===== config.mk =====
export PLATFORM = sky130hd
export DESIGN_NAME = cache_controller_flat
export DESIGN_NICKNAME = d
export VERILOG_FILES = /design/src/rtl/cache_controller_if.sv /design/src/rtl/cache_controller.sv /design/src/flat_wrapper.sv
export SDC_FILE = /design/constraint.sdc
export NUM_CORES = 1
export LEC_CHECK = 0
export BUFFER_PORTS_ARGS = -buffer_cell sky130_fd_sc_hd__buf_2
export CAP_MARGIN = 20
export CORE_MARGIN = 2
export CORE_UTILIZATION = 38
export CTS_CLUSTER_SIZE = 8
export DETAILED_ROUTE_END_ITERATION = 10
export GPL_TIMING_DRIVEN = 0
export PLACE_DENSITY = 0.88
export SLEW_MARGIN = 20
export SYNTH_ARGS = -nofsm -noshare
export SYNTH_HDL_FRONTEND = slang
export SYNTH_SLANG_ARGS = --single-unit

===== constraint.sdc =====
create_clock -name clk -period 1.85 [get_ports clk]
set_input_delay 0.0925 -clock clk [delete_from_list [all_inputs] [get_ports clk]]
set_output_delay 0.0925 -clock clk [all_outputs]
set_load 0.01 [all_outputs]

===== src/rtl/cache_controller_if.sv =====
// CPU / cache-array / main-memory signal bundle for cache_controller.
// The slave modport is the controller's view; master is the surrounding system.
interface cache_controller_if #(
    parameter int AW = 15
);
    logic          memReadReq;
    logic [AW-1:0] address;
    logic          hit;
    logic [AW-1:0] cacheAddress;
    logic          cRead;
    logic          cWrite;
    logic [AW-1:0] adr0;
    logic [AW-1:0] adr1;
    logic [AW-1:0] adr2;
    logic [AW-1:0] adr3;
    logic          ramRead;
    logic [AW-1:0] ramAddress;
    logic          ramReady;
    logic          ready;
    logic          busy;
    logic [14:0]   missCount;

    modport master (
        output memReadReq, address, hit, ramReady,
        input  cacheAddress, cRead, cWrite, adr0, adr1, adr2, adr3,
               ramRead, ramAddress, ready, busy, missCount
    );

    modport slave (
        input  memReadReq, address, hit, ramReady,
        output cacheAddress, cRead, cWrite, adr0, adr1, adr2, adr3,
               ramRead, ramAddress, ready, busy, missCount
    );
endinterface


===== src/rtl/cache_controller.sv =====
// Read-miss cache controller: lookup, block fetch from memory, fill, re-lookup.
// Define CACHE_CTRL_MISS_CNT_EN to build the lookup-miss counter (missCount).
module cache_controller #(
    parameter int ADDRESSL = 12,
    parameter int TAG      = 3,
    parameter int BLOCKL   = 4,
    localparam int AW      = ADDRESSL + TAG,
    localparam int OFFW    = $clog2(BLOCKL)
) (
    input logic               clk,
    input logic               rst,
    cache_controller_if.slave bus
);
    typedef enum logic [2:0] {
        IDLE, LOOKUP, MEM_WAIT, FILL, RELOOK, DONE
    } state_t;

    state_t        state_q, state_d;
    logic [AW-1:0] addr_q, addr_d;
    logic [AW-OFFW-1:0] blk;

    always_ff @(posedge clk) begin
        if (rst) begin
            state_q <= IDLE;
            addr_q  <= '0;
        end else begin
            state_q <= state_d;
            addr_q  <= addr_d;
        end
    end

    always_comb begin
        state_d = state_q;
        addr_d  = addr_q;
        case (state_q)
            IDLE: begin
                if (bus.memReadReq) begin
                    addr_d  = bus.address;
                    state_d = LOOKUP;
                end
            end
            LOOKUP, RELOOK: state_d = bus.hit ? DONE : MEM_WAIT;
            MEM_WAIT:       if (bus.ramReady) state_d = FILL;
            FILL:           state_d = RELOOK;
            DONE:           state_d = IDLE;
            default:        state_d = IDLE;
        endcase
    end

    // Address outputs always reflect addrReg; only the strobes depend on state.
    assign blk              = addr_q[AW-1:OFFW];
    assign bus.cacheAddress = addr_q;
    assign bus.ramAddress   = {blk, OFFW'(0)};
    assign bus.adr0         = {blk, OFFW'(0)};
    assign bus.adr1         = {blk, OFFW'(1)};
    assign bus.adr2         = {blk, OFFW'(2)};
    assign bus.adr3         = {blk, OFFW'(3)};

    assign bus.cRead   = (state_q == LOOKUP) || (state_q == RELOOK) || (state_q == DONE);
    assign bus.cWrite  = (state_q == FILL);
    assign bus.ramRead = (state_q == MEM_WAIT);
    assign bus.ready   = (state_q == DONE);
    assign bus.busy    = (state_q != IDLE);

`ifdef CACHE_CTRL_MISS_CNT_EN
    logic [14:0] miss_q, miss_d;

    // Only the first lookup of a request counts; RELOOK retries do not.
    always_comb begin
        miss_d = miss_q;
        if (state_q == LOOKUP && !bus.hit) miss_d = miss_q + 15'd1;
    end

    always_ff @(posedge clk) begin
        if (rst) miss_q <= '0;
        else     miss_q <= miss_d;
    end

    assign bus.missCount = miss_q;
`else
    assign bus.missCount = '0;
`endif
endmodule


===== src/flat_wrapper.sv =====
// flat-port wrapper written by rule: the top's interface ports become plain ports
module cache_controller_flat 
#(
    parameter int ADDRESSL = 12,
    parameter int TAG      = 3,
    parameter int BLOCKL   = 4,
    localparam int AW      = ADDRESSL + TAG,
    localparam int OFFW    = $clog2(BLOCKL)
)
  (clk, rst, bus_memReadReq, bus_address, bus_hit, bus_ramReady, bus_cacheAddress, bus_cRead, bus_cWrite, bus_adr0, bus_adr1, bus_adr2, bus_adr3, bus_ramRead, bus_ramAddress, bus_ready, bus_busy, bus_missCount);
  cache_controller_if #(.AW((15))) bus_i ();
  input logic clk;
  input logic rst;
  input wire logic [$bits(bus_i.memReadReq)-1:0] bus_memReadReq;
  input wire logic [$bits(bus_i.address)-1:0] bus_address;
  input wire logic [$bits(bus_i.hit)-1:0] bus_hit;
  input wire logic [$bits(bus_i.ramReady)-1:0] bus_ramReady;
  output wire logic [$bits(bus_i.cacheAddress)-1:0] bus_cacheAddress;
  output wire logic [$bits(bus_i.cRead)-1:0] bus_cRead;
  output wire logic [$bits(bus_i.cWrite)-1:0] bus_cWrite;
  output wire logic [$bits(bus_i.adr0)-1:0] bus_adr0;
  output wire logic [$bits(bus_i.adr1)-1:0] bus_adr1;
  output wire logic [$bits(bus_i.adr2)-1:0] bus_adr2;
  output wire logic [$bits(bus_i.adr3)-1:0] bus_adr3;
  output wire logic [$bits(bus_i.ramRead)-1:0] bus_ramRead;
  output wire logic [$bits(bus_i.ramAddress)-1:0] bus_ramAddress;
  output wire logic [$bits(bus_i.ready)-1:0] bus_ready;
  output wire logic [$bits(bus_i.busy)-1:0] bus_busy;
  output wire logic [$bits(bus_i.missCount)-1:0] bus_missCount;
  assign bus_i.memReadReq = bus_memReadReq;
  assign bus_i.address = bus_address;
  assign bus_i.hit = bus_hit;
  assign bus_i.ramReady = bus_ramReady;
  assign bus_cacheAddress = bus_i.cacheAddress;
  assign bus_cRead = bus_i.cRead;
  assign bus_cWrite = bus_i.cWrite;
  assign bus_adr0 = bus_i.adr0;
  assign bus_adr1 = bus_i.adr1;
  assign bus_adr2 = bus_i.adr2;
  assign bus_adr3 = bus_i.adr3;
  assign bus_ramRead = bus_i.ramRead;
  assign bus_ramAddress = bus_i.ramAddress;
  assign bus_ready = bus_i.ready;
  assign bus_busy = bus_i.busy;
  assign bus_missCount = bus_i.missCount;
  cache_controller #(.ADDRESSL(ADDRESSL), .TAG(TAG), .BLOCKL(BLOCKL)) u_core (.clk(clk), .rst(rst), .bus(bus_i));
endmodule

==> flow_summary.ini, run 1 <==
[run_status]
run_status = finished, final reports clean

[detailed_routing]
drcViolationCount = 0
ant_nets = 0
totalWireLength_um = 3010
vias_per_cell = 3.83
vias_after_detailed_routing = 1400
detailedRoute.firstIterationViolations = 28
detail_route.first_pass.iterations = 4
routedWlPerCell_um = 8.23

[finish]
fillerInstances = 342
commonest_cells_after_routing_fill_and_taps_aside = 108 x sky130_fd_sc_hd__buf_2, 90 x sky130_fd_sc_hd__buf_4, 31 x sky130_fd_sc_hd__nand2_1
layout-area-overhead-vs-synth_pct = 49.6
design_area_um2 = 2160
multiInputGateArea_um2 = 452
fin_nets = 339
num_antenna_cells = 0
final_core_util_pct = 59.1
drive_gt1_share_pct = 64.2
seq_area_um2 = 360
final_common_cell = sky130_fd_sc_hd__buf_2
finalNonFillerCells = 366

[critical_path]
cp_num_buf_inv = 2
path_delay_family = simple AND/OR/NAND/NOR gates
crit_path_max_incr_delay_ns = 0.51
critical_path.slowest_cell = sky130_fd_sc_hd__or4b_1
startpoint_type = flop
critPathCaptureType = flop
worstPathCellList = or4b_1 -> buf_2 -> buf_6 -> nand2_1 -> a21oi_1
cp_data_required_time_ns = 1.96
worst_ep_arrival_time_ns = 1.54
criticalPathCategory = flop to flop
timing.critical_path.fanout_max = 10

[power]
power.share.combinational_pct = 57.5
power.share.clock_pct = 14.9
power_leakage_nw = 1.40
p_int_mw = 1.29
power.density_cell_area_nw_per_um2 = 939
seq_power_share_pct = 27.6
ir_worst_vdd_uv = 367
switchingPower_mw = 0.740
sw_frac_of_total_pct = 36.5

[synth]
seq_area_frac_synth_pct = 24.9
synth_compound_gate_area_share_pct = 7.45
synth_top_family_by_area = buffers and inverters
synth_simple_gate_area_share_pct = 16.6
synth.cell_area_um2 = 1450
synth.ff_latch_count = 18
ys_types = 21
yosys.area_share.xor_xnor_pct = 0
syn-mean-instance-area_um2 = 7.69
synth.area.mux_share_pct = 0
syn_inst = 188
synthAdderAreaFrac_pct = 0.693
yosysWarningCount = 0

[sta]
timing.final.hold_violations = 0
final.setup.tns_ns = 0
setup_viol = 0
slew_viol_final = 0
min_period_ns = 1.43
achievable-frequency_ghz = 0.701
post-route-period-util_pct = 77.1
timing.hold.ws_ns = 0.0800
fin_worst_skew_ns = 0.00212
rsz0062_at_grt = false

[floorplan]
fp-row-count = 22
floorplan.initialDensity_pct = 39.5
die_area_um2 = 4310
core_region_area_um2 = 3660
io_pins = 130
die_span_x_um = 65.7
fp.dieH_um = 65.7

[cts]
clockRootBuffer = sky130_fd_sc_hd__clkbuf_8
cts_tree = yes
clock_sink_count = 18
worst_setup_hold_path_clk_slew_ns = 0.06
cts_max_path_buffers = 2
resize_count_post_cts = 0
post-cts-setup-buffer-count = 0
cts_made_buffers = 3
htree_num_levels = 1
clock_latency_of_the_later_clocked_register_in_the_worst_skew_pair_ns = 0.24
ctsHoldBuffers = 0

[placement]
portBuffers = 103
placed_cells = 362
dp.final_hpwl_um = 2580
dpl_cell_area_um2 = 2110
place.gp.congestion = 0.682

[global_routing]
global_route_congestion_overflow_total = 0
antenna_found_initial = 0
number_of_global_route_vias_before_repair = 1029
global_router_s_overall_resource_usage_pct = 12.2
grt_max_degree = 11
grt_first_pass_wirelength_um = 4230

[worst_hold_path]
hold_path_class = input pin to flop

[run]
cap_violations = 0
==> sequential cells by signal, indices dropped and copies added (netlist names) <==
name,count
u_core.bus.cacheAddress,15
u_core.state_q,3
==> cells in the mapped netlist <==
| cell type | instances | share of area [%] |
|---|---|---|
| sky130_fd_sc_hd__or3_1 | 2 | 0.87 |
| sky130_fd_sc_hd__nor2_1 | 5 | 1.3 |
| sky130_fd_sc_hd__a21oi_1 | 19 | 6.6 |
| sky130_fd_sc_hd__or3b_1 | 1 | 0.61 |
| sky130_fd_sc_hd__clkbuf_1 | 2 | 0.52 |
| sky130_fd_sc_hd__buf_2 | 5 | 1.7 |
| sky130_fd_sc_hd__nand3b_1 | 2 | 1.0 |
| sky130_fd_sc_hd__buf_4 | 90 | 47 |
| sky130_fd_sc_hd__nor2b_1 | 2 | 0.87 |
| sky130_fd_sc_hd__buf_6 | 1 | 0.78 |
| sky130_fd_sc_hd__a22oi_1 | 1 | 0.52 |
| sky130_fd_sc_hd__nand2b_1 | 1 | 0.43 |
| sky130_fd_sc_hd__nor4b_4 | 1 | 1.6 |
| sky130_fd_sc_hd__nor3b_1 | 1 | 0.52 |
| sky130_fd_sc_hd__maj3_1 | 1 | 0.69 |
| sky130_fd_sc_hd__o21ai_0 | 1 | 0.35 |
| sky130_fd_sc_hd__and3b_1 | 1 | 0.61 |
| sky130_fd_sc_hd__conb_1 | 2 | 0.52 |
| sky130_fd_sc_hd__dfxtp_1 | 18 | 25 |
| sky130_fd_sc_hd__or4b_1 | 1 | 0.69 |
| sky130_fd_sc_hd__nand2_1 | 31 | 8.1 |
==> cell type report <==
class	instances	share of cell area (%)
tap	48	2.78
clock buffer	4	2.55
timing repair buffer	103	23.8
sequential	18	16.7
multi-input combinational	95	20.9
buffer	98	33.3
==> metal layers <==
layer	track usage [%]	vias to the layer above	share of wire, %
met3	2.23	2	13
li1	-	736	-
met2	23.5	83	49
met5	0	-	0
met4	4.69	0	0.90
met1	12.9	579	36
==> power groups by stage <==
stage               sequential [mW]  combinational, mW  clock (mW)
floorplan                     0.582              0.786           0
global placement              0.566               1.16           0
detailed placement            0.572               1.18           0
CTS                           0.564               1.18       0.314
global route                  0.578               1.28       0.334
finish                        0.560               1.17       0.303
==> logic make-up (layout without fill, tap and decap cells) <==
family,count (synthesis),count (layout)
AOI/OAI and AO/OA,21,21
adders and majority gates,1,1
buffers and inverters,98,205
DFF,18,18
other,2,25
and+or+nand+nor,48,48
==> stage by stage <==
step                setup slack [ns]  power (mW)
finish                         0.423        2.03
global route                   0.333        2.19
CTS                            0.409        2.06
detailed placement             0.420        1.75
global placement               0.430        1.73
floorplan                      0.502        1.37
==> worst reg2reg max path, delay by kind of cell, from the launching register on <==
family                 cells  cell delay, ns
AND/OR/NAND/NOR            2            0.57
flip-flops                 1            0.35
AO/OA/AOI/OAI              1            0.06
buffers and inverters      2            0.31
==> path summary, 6_finish.rpt <==
path	from	endpoint	slack, ns	depth (start not counted)
worst max register to register	u_core.state_q[2]$_SDFFE_PP0P_	u_core.bus.cacheAddress[5]$_SDFFE_PP0P_	0.42	5
worst min-delay path	bus_address[11]	u_core.bus.cacheAddress[11]$_SDFFE_PP0P_	0.08	3
worst min register to register	u_core.bus.cacheAddress[0]$_SDFFE_PP0P_	u_core.bus.cacheAddress[0]$_SDFFE_PP0P_	0.45	2
worst max-delay path	u_core.state_q[2]$_SDFFE_PP0P_	u_core.bus.cacheAddress[5]$_SDFFE_PP0P_	0.42	5
(Power assumes the default switching activity.)
==> run 2, diff against run 1 <==
==> constraint.sdc (replaced) <==
create_clock -name clk -period 1.5 [get_ports clk]
set_input_delay 0.075 -clock clk [delete_from_list [all_inputs] [get_ports clk]]
set_output_delay 0.075 -clock clk [all_outputs]
set_load 0.01 [all_outputs]
==> run 2 against run 1 <==
Effect of this change:
- die area unchanged
- flip-flop and latch count unchanged
- fmax up 1.4%
- critical path depth unchanged
- combinational power up 23%
- clock skew up 0.00084 ns
- non-clock buffer count unchanged
- wire length about the same
- total power up 23%
- count of clock-buffer cells in the layout unchanged
- sequential power up 24%
- sequential share of layout area about the same
- largest power group unchanged
==> flow_summary.ini, run 2 (synthesis gave the netlist of run 1 again) <==
[cts]
clockRootBuffer = sky130_fd_sc_hd__clkbuf_8
cts_made_buffers = 3
clock_latency_of_the_later_clocked_register_in_the_worst_skew_pair_ns = 0.24
post-cts-setup-buffer-count = 0
ctsHoldBuffers = 0
resize_count_post_cts = 0
htree_num_levels = 1
cts_tree = yes
worst_setup_hold_path_clk_slew_ns = 0.06
clock_sink_count = 18
cts_max_path_buffers = 2

[power]
power.density_cell_area_nw_per_um2 = 1160
power_mw = 2.50
ir_worst_vdd_uv = 452
power_leakage_nw = 1.40

[critical_path]
worst_ep_arrival_time_ns = 1.52
worstSetupEndpoint = u_core.bus.cacheAddress[5]$_SDFFE_PP0P_
startpoint = u_core.state_q[2]$_SDFFE_PP0P_
criticalPathCategory = flop to flop
cp_num_buf_inv = 2
critPathCaptureType = flop
rrSetupSlack_ns = 0.09
path_delay_family = simple AND/OR/NAND/NOR gates
timing.rr.start = u_core.state_q[2]$_SDFFE_PP0P_
worstPathCellList = or4b_1 -> buf_2 -> buf_6 -> nand2_1 -> a21oi_1
r2r-end = u_core.bus.cacheAddress[5]$_SDFFE_PP0P_
critical_path.slowest_cell = sky130_fd_sc_hd__or4b_1
rr_worst_depth = 5
worst-path-stages = 5
startpoint_type = flop
cp_data_required_time_ns = 1.61
timing.critical_path.fanout_max = 10
crit_path_max_incr_delay_ns = 0.50

[placement]
pre_cts_slack_ns = 0.0698
portBuffers = 103
place.gp.congestion = 0.682
placed_cells = 362
dp.final_hpwl_um = 2580

[sta]
achievable-frequency_ghz = 0.711
min_period_ns = 1.41
setup_ws_ns = 0.0928
timing.final.hold_violations = 0
fin_worst_skew_ns = 0.00296
timing.hold.ws_ns = 0.0625
rsz0062_at_grt = false
slew_viol_final = 0
setup_viol = 0
post-route-period-util_pct = 93.8
final.setup.tns_ns = 0

[finish]
drive_gt1_share_pct = 64.5
finalNonFillerCells = 366
commonest_cells_after_routing_fill_and_taps_aside = 108 x sky130_fd_sc_hd__buf_2, 90 x sky130_fd_sc_hd__buf_4, 31 x sky130_fd_sc_hd__nand2_1
multiInputGateArea_um2 = 452
layout-area-overhead-vs-synth_pct = 49.7
fin_nets = 339
fillerInstances = 344
seq_area_um2 = 362
largest_register_ff_count = 15
final_common_cell = sky130_fd_sc_hd__buf_2
num_antenna_cells = 0

[global_routing]
antenna_found_initial = 0
grt_first_pass_wirelength_um = 4230
global_router_s_overall_resource_usage_pct = 12.2
global_route_congestion_overflow_total = 0
number_of_global_route_vias_before_repair = 1029
grt_max_degree = 11

[worst_hold_path]
hold_path_class = input pin to flop
holdCritStartpoint = bus_address[11]

[detailed_routing]
detail_route.first_pass.iterations = 4
drcViolationCount = 0
totalWireLength_um = 3010
ant_nets = 0
detailedRoute.firstIterationViolations = 28
vias_per_cell = 3.82
routedWlPerCell_um = 8.23
vias_after_detailed_routing = 1397

[floorplan]
die_area_um2 = 4310
floorplan.initialDensity_pct = 39.5
die_span_x_um = 65.7
core_region_area_um2 = 3660
io_pins = 130
fp-row-count = 22
fp.dieH_um = 65.7

[run]
cap_violations = 0

[run_status]
run_status = finished, final reports clean
[run 2: cell types whose count changed in the layout (fill, tap and decap cells not counted)]
cell	change
sky130_fd_sc_hd__dfxtp_1	-1
sky130_fd_sc_hd__dfxtp_2	+1
[run 2: worst min-delay path by stage]
stage | slack (ns) | depth (start not counted) | end
2_1_floorplan | 0.21 | 2 | u_core.bus.cacheAddress[0]$_SDFFE_PP0P_
3_3_place_gp | 0.32 | 3 | u_core.bus.cacheAddress[8]$_SDFFE_PP0P_
3_5_place_dp | 0.32 | 3 | u_core.bus.cacheAddress[13]$_SDFFE_PP0P_
4_1_cts | 0.06 | 3 | u_core.bus.cacheAddress[13]$_SDFFE_PP0P_
5_1_grt | 0.06 | 3 | u_core.bus.cacheAddress[4]$_SDFFE_PP0P_
6_report | 0.06 | 3 | u_core.bus.cacheAddress[11]$_SDFFE_PP0P_
[run 2: layout make-up]
| type | instances | area share [%] |
|---|---|---|
| timing repair buffer | 103 | 23.8 |
| multi-input combinational | 95 | 20.9 |
| sequential | 18 | 16.7 |
| clock buffer | 4 | 2.54 |
| tap | 48 | 2.78 |
| buffer | 98 | 33.3 |
[run 2: metrics by stage]
step	cell area [um^2]	util, %
finish	2160	59.1
global route	2160	59.1
CTS	2160	59.1
detailed placement	2110	57.6
global placement	2110	57.6
floorplan	1530	-
[run 2: power breakdown]
part	internal, mW	switching (mW)
sequential	0.570	0.123
combinational	0.790	0.650
clock	0.232	0.140
[run 2: routing by layer]
layer,track usage [%],vias up,part of all wire (%)
met5,0,-,0
met3,2.23,2,13
met1,12.9,576,37
li1,-,736,-
met4,4.69,0,0.90
met2,23.5,83,49
[run 2: worst reg2reg max path, stage by stage, from the launching register on]
cell and delay (ns):
sky130_fd_sc_hd__dfxtp_2 0.34, sky130_fd_sc_hd__or4b_1 0.50, sky130_fd_sc_hd__buf_2 0.17, sky130_fd_sc_hd__buf_6 0.14, sky130_fd_sc_hd__nand2_1 0.06, sky130_fd_sc_hd__a21oi_1 0.06
==> run 3, diff against run 2 <==
--- a/config.mk
+++ b/config.mk
@@ -8,11 +8,11 @@
 export BUFFER_PORTS_ARGS = -buffer_cell sky130_fd_sc_hd__buf_2
 export CAP_MARGIN = 20
 export CORE_MARGIN = 2
-export CORE_UTILIZATION = 38
+export CORE_UTILIZATION = 40
 export CTS_CLUSTER_SIZE = 8
 export DETAILED_ROUTE_END_ITERATION = 10
 export GPL_TIMING_DRIVEN = 0
-export PLACE_DENSITY = 0.88
+export PLACE_DENSITY = 0.92
 export SLEW_MARGIN = 20
 export SYNTH_ARGS = -nofsm -noshare
 export SYNTH_HDL_FRONTEND = slang
==> constraint.sdc (replaced) <==
create_clock -name clk -period 1.65 [get_ports clk]
set_input_delay 0.0825 -clock clk [delete_from_list [all_inputs] [get_ports clk]]
set_output_delay 0.0825 -clock clk [all_outputs]
set_load 0.01 [all_outputs]
==> run 3 against run 2 <==
Effect of this change:
- sequential share of layout area increased by 0.12 points
- non-clock buffer count unchanged
- flip-flop and latch count unchanged
- sequential power decreased by 8.8%
- die area decreased by 4.7%
- total power decreased by 12%
- worst setup slack improved by 0.11 ns
- global-route usage increased by 2.3 points
- combinational power decreased by 8%
- wire length increased by 7.2%
- largest power group unchanged
==> flow_summary.ini, run 3 (synthesis gave the netlist of run 1 again) <==
[power]
ir_worst_vdd_uv = 528
power_leakage_nw = 1.39
power.density_cell_area_nw_per_um2 = 1030

[finish]
fin_nets = 339
commonest_cells_after_routing_fill_and_taps_aside = 108 x sky130_fd_sc_hd__buf_2, 90 x sky130_fd_sc_hd__buf_4, 31 x sky130_fd_sc_hd__nand2_1
num_antenna_cells = 0
final_common_cell = sky130_fd_sc_hd__buf_2
final_core_util_pct = 62.7
multiInputGateArea_um2 = 452
layout-area-overhead-vs-synth_pct = 48.1
largest_register_ff_count = 15
drive_gt1_share_pct = 64.2
fillerInstances = 318
seq_area_um2 = 360

[run]
cap_violations = 0

[placement]
place.gp.congestion = 0.788
portBuffers = 103
dp.final_hpwl_um = 2690

[cts]
clock_sink_count = 18
clockRootBuffer = sky130_fd_sc_hd__clkbuf_4
htree_num_levels = 1
resize_count_post_cts = 0
cts_tree = yes
cts_max_path_buffers = 2
post-cts-setup-buffer-count = 0
worst_setup_hold_path_clk_slew_ns = 0.10
cts_made_buffers = 3
ctsHoldBuffers = 0
clock_latency_of_the_later_clocked_register_in_the_worst_skew_pair_ns = 0.28

[critical_path]
criticalPathCategory = flop to flop
timing.critical_path.fanout_max = 10
cp_data_required_time_ns = 1.80
worst_ep_arrival_time_ns = 1.60
rr_worst_depth = 5
rrSetupSlack_ns = 0.20
critPathCaptureType = flop
startpoint_type = flop

[sta]
fin_worst_skew_ns = 0.00458
final.setup.tns_ns = 0
min_period_ns = 1.45
rsz0062_at_grt = false
slew_viol_final = 0
setup_viol = 0
achievable-frequency_ghz = 0.691
timing.final.hold_violations = 0
post-route-period-util_pct = 87.7

[floorplan]
die_span_x_um = 64.1
floorplan.initialDensity_pct = 42.3
io_pins = 130
fp-row-count = 21
fp.dieH_um = 64.1
core_region_area_um2 = 3420
die_area_um2 = 4110

[detailed_routing]
vias_after_detailed_routing = 1417
detailedRoute.firstIterationViolations = 22
vias_per_cell = 3.89
routedWlPerCell_um = 8.87
totalWireLength_um = 3230
ant_nets = 0
detail_route.first_pass.iterations = 4
drcViolationCount = 0

[worst_hold_path]
whs_path_depth = 3
hold_path_class = input pin to flop

[global_routing]
number_of_global_route_vias_before_repair = 1174
grt_max_degree = 11
global_route_congestion_overflow_total = 0
antenna_found_initial = 0
grt_first_pass_wirelength_um = 4860
global_router_s_overall_resource_usage_pct = 14.5

[run_status]
run_status = finished, final reports clean
[run 3: cell types whose count changed in the layout (fill, tap and decap cells not counted)]
| cell | previous run | this run |
|---|---|---|
| sky130_fd_sc_hd__dfxtp_1 | 17 | 18 |
| sky130_fd_sc_hd__clkbuf_8 | 4 | 1 |
| sky130_fd_sc_hd__clkbuf_4 | 0 | 3 |
| sky130_fd_sc_hd__dfxtp_2 | 1 | 0 |
[run 3: power breakdown]
| group | internal (mW) | switching, mW | leakage, nW | total (mW) |
|---|---|---|---|---|
| Clock | 0.134 | 0.130 | 0.0210 | 0.264 |
| Combinational | 0.719 | 0.599 | 1.23 | 1.32 |
| Sequential | 0.516 | 0.115 | 0.148 | 0.631 |
| Total | 1.37 | 0.844 | 1.39 | 2.21 |
[run 3: routing by layer]
metal  vias to the layer above  wire length, um  GRT usage, %
met1                       602             1240          15.7
met5                         -                0             0
li1                        733                -             -
met2                        80             1590          27.1
met4                         0               27          3.99
met3                         2              371          4.40
[run 3: area by class of cell]
type,count,share of cell area (%)
Buffer,98,33.6
Timing Repair Buffer,103,24.1
Multi-Input combinational cell,95,21.1
Sequential cell,18,16.8
Tap cell,46,2.69
Clock buffer,4,1.69
[run 3: worst paths after layout]
| kind | start | end |
|---|---|---|
| setup / recovery | u_core.state_q[2]$_SDFFE_PP0P_ | u_core.bus.cacheAddress[6]$_SDFFE_PP0P_ |
| hold / removal | bus_address[14] | u_core.bus.cacheAddress[14]$_SDFFE_PP0P_ |
| setup reg to reg | u_core.state_q[2]$_SDFFE_PP0P_ | u_core.bus.cacheAddress[6]$_SDFFE_PP0P_ |
| hold reg to reg | u_core.bus.cacheAddress[0]$_SDFFE_PP0P_ | u_core.bus.cacheAddress[0]$_SDFFE_PP0P_ |
[run 3: worst max-delay path, cell delays in order, from the launching register on]
cell                      delay, ns
sky130_fd_sc_hd__dfxtp_1       0.37
sky130_fd_sc_hd__or4b_1        0.51
sky130_fd_sc_hd__buf_2         0.17
sky130_fd_sc_hd__buf_6         0.15
sky130_fd_sc_hd__nand2_1       0.06
sky130_fd_sc_hd__a21oi_1       0.06
[run 3: stage by stage]
stage                     setup WS (ns)  total power, mW  cell area [um^2]  std cells  hold slack, ns
after floorplan                   0.302             1.53              1530        211           0.218
after global placement            0.232             1.93              2100        360           0.323
after detailed placement          0.211             1.97              2100        360           0.329
after CTS                         0.197             2.24              2140        364          0.0129
after global routing              0.118             2.38              2140        364          0.0126
final                             0.202             2.21              2140        364          0.0215
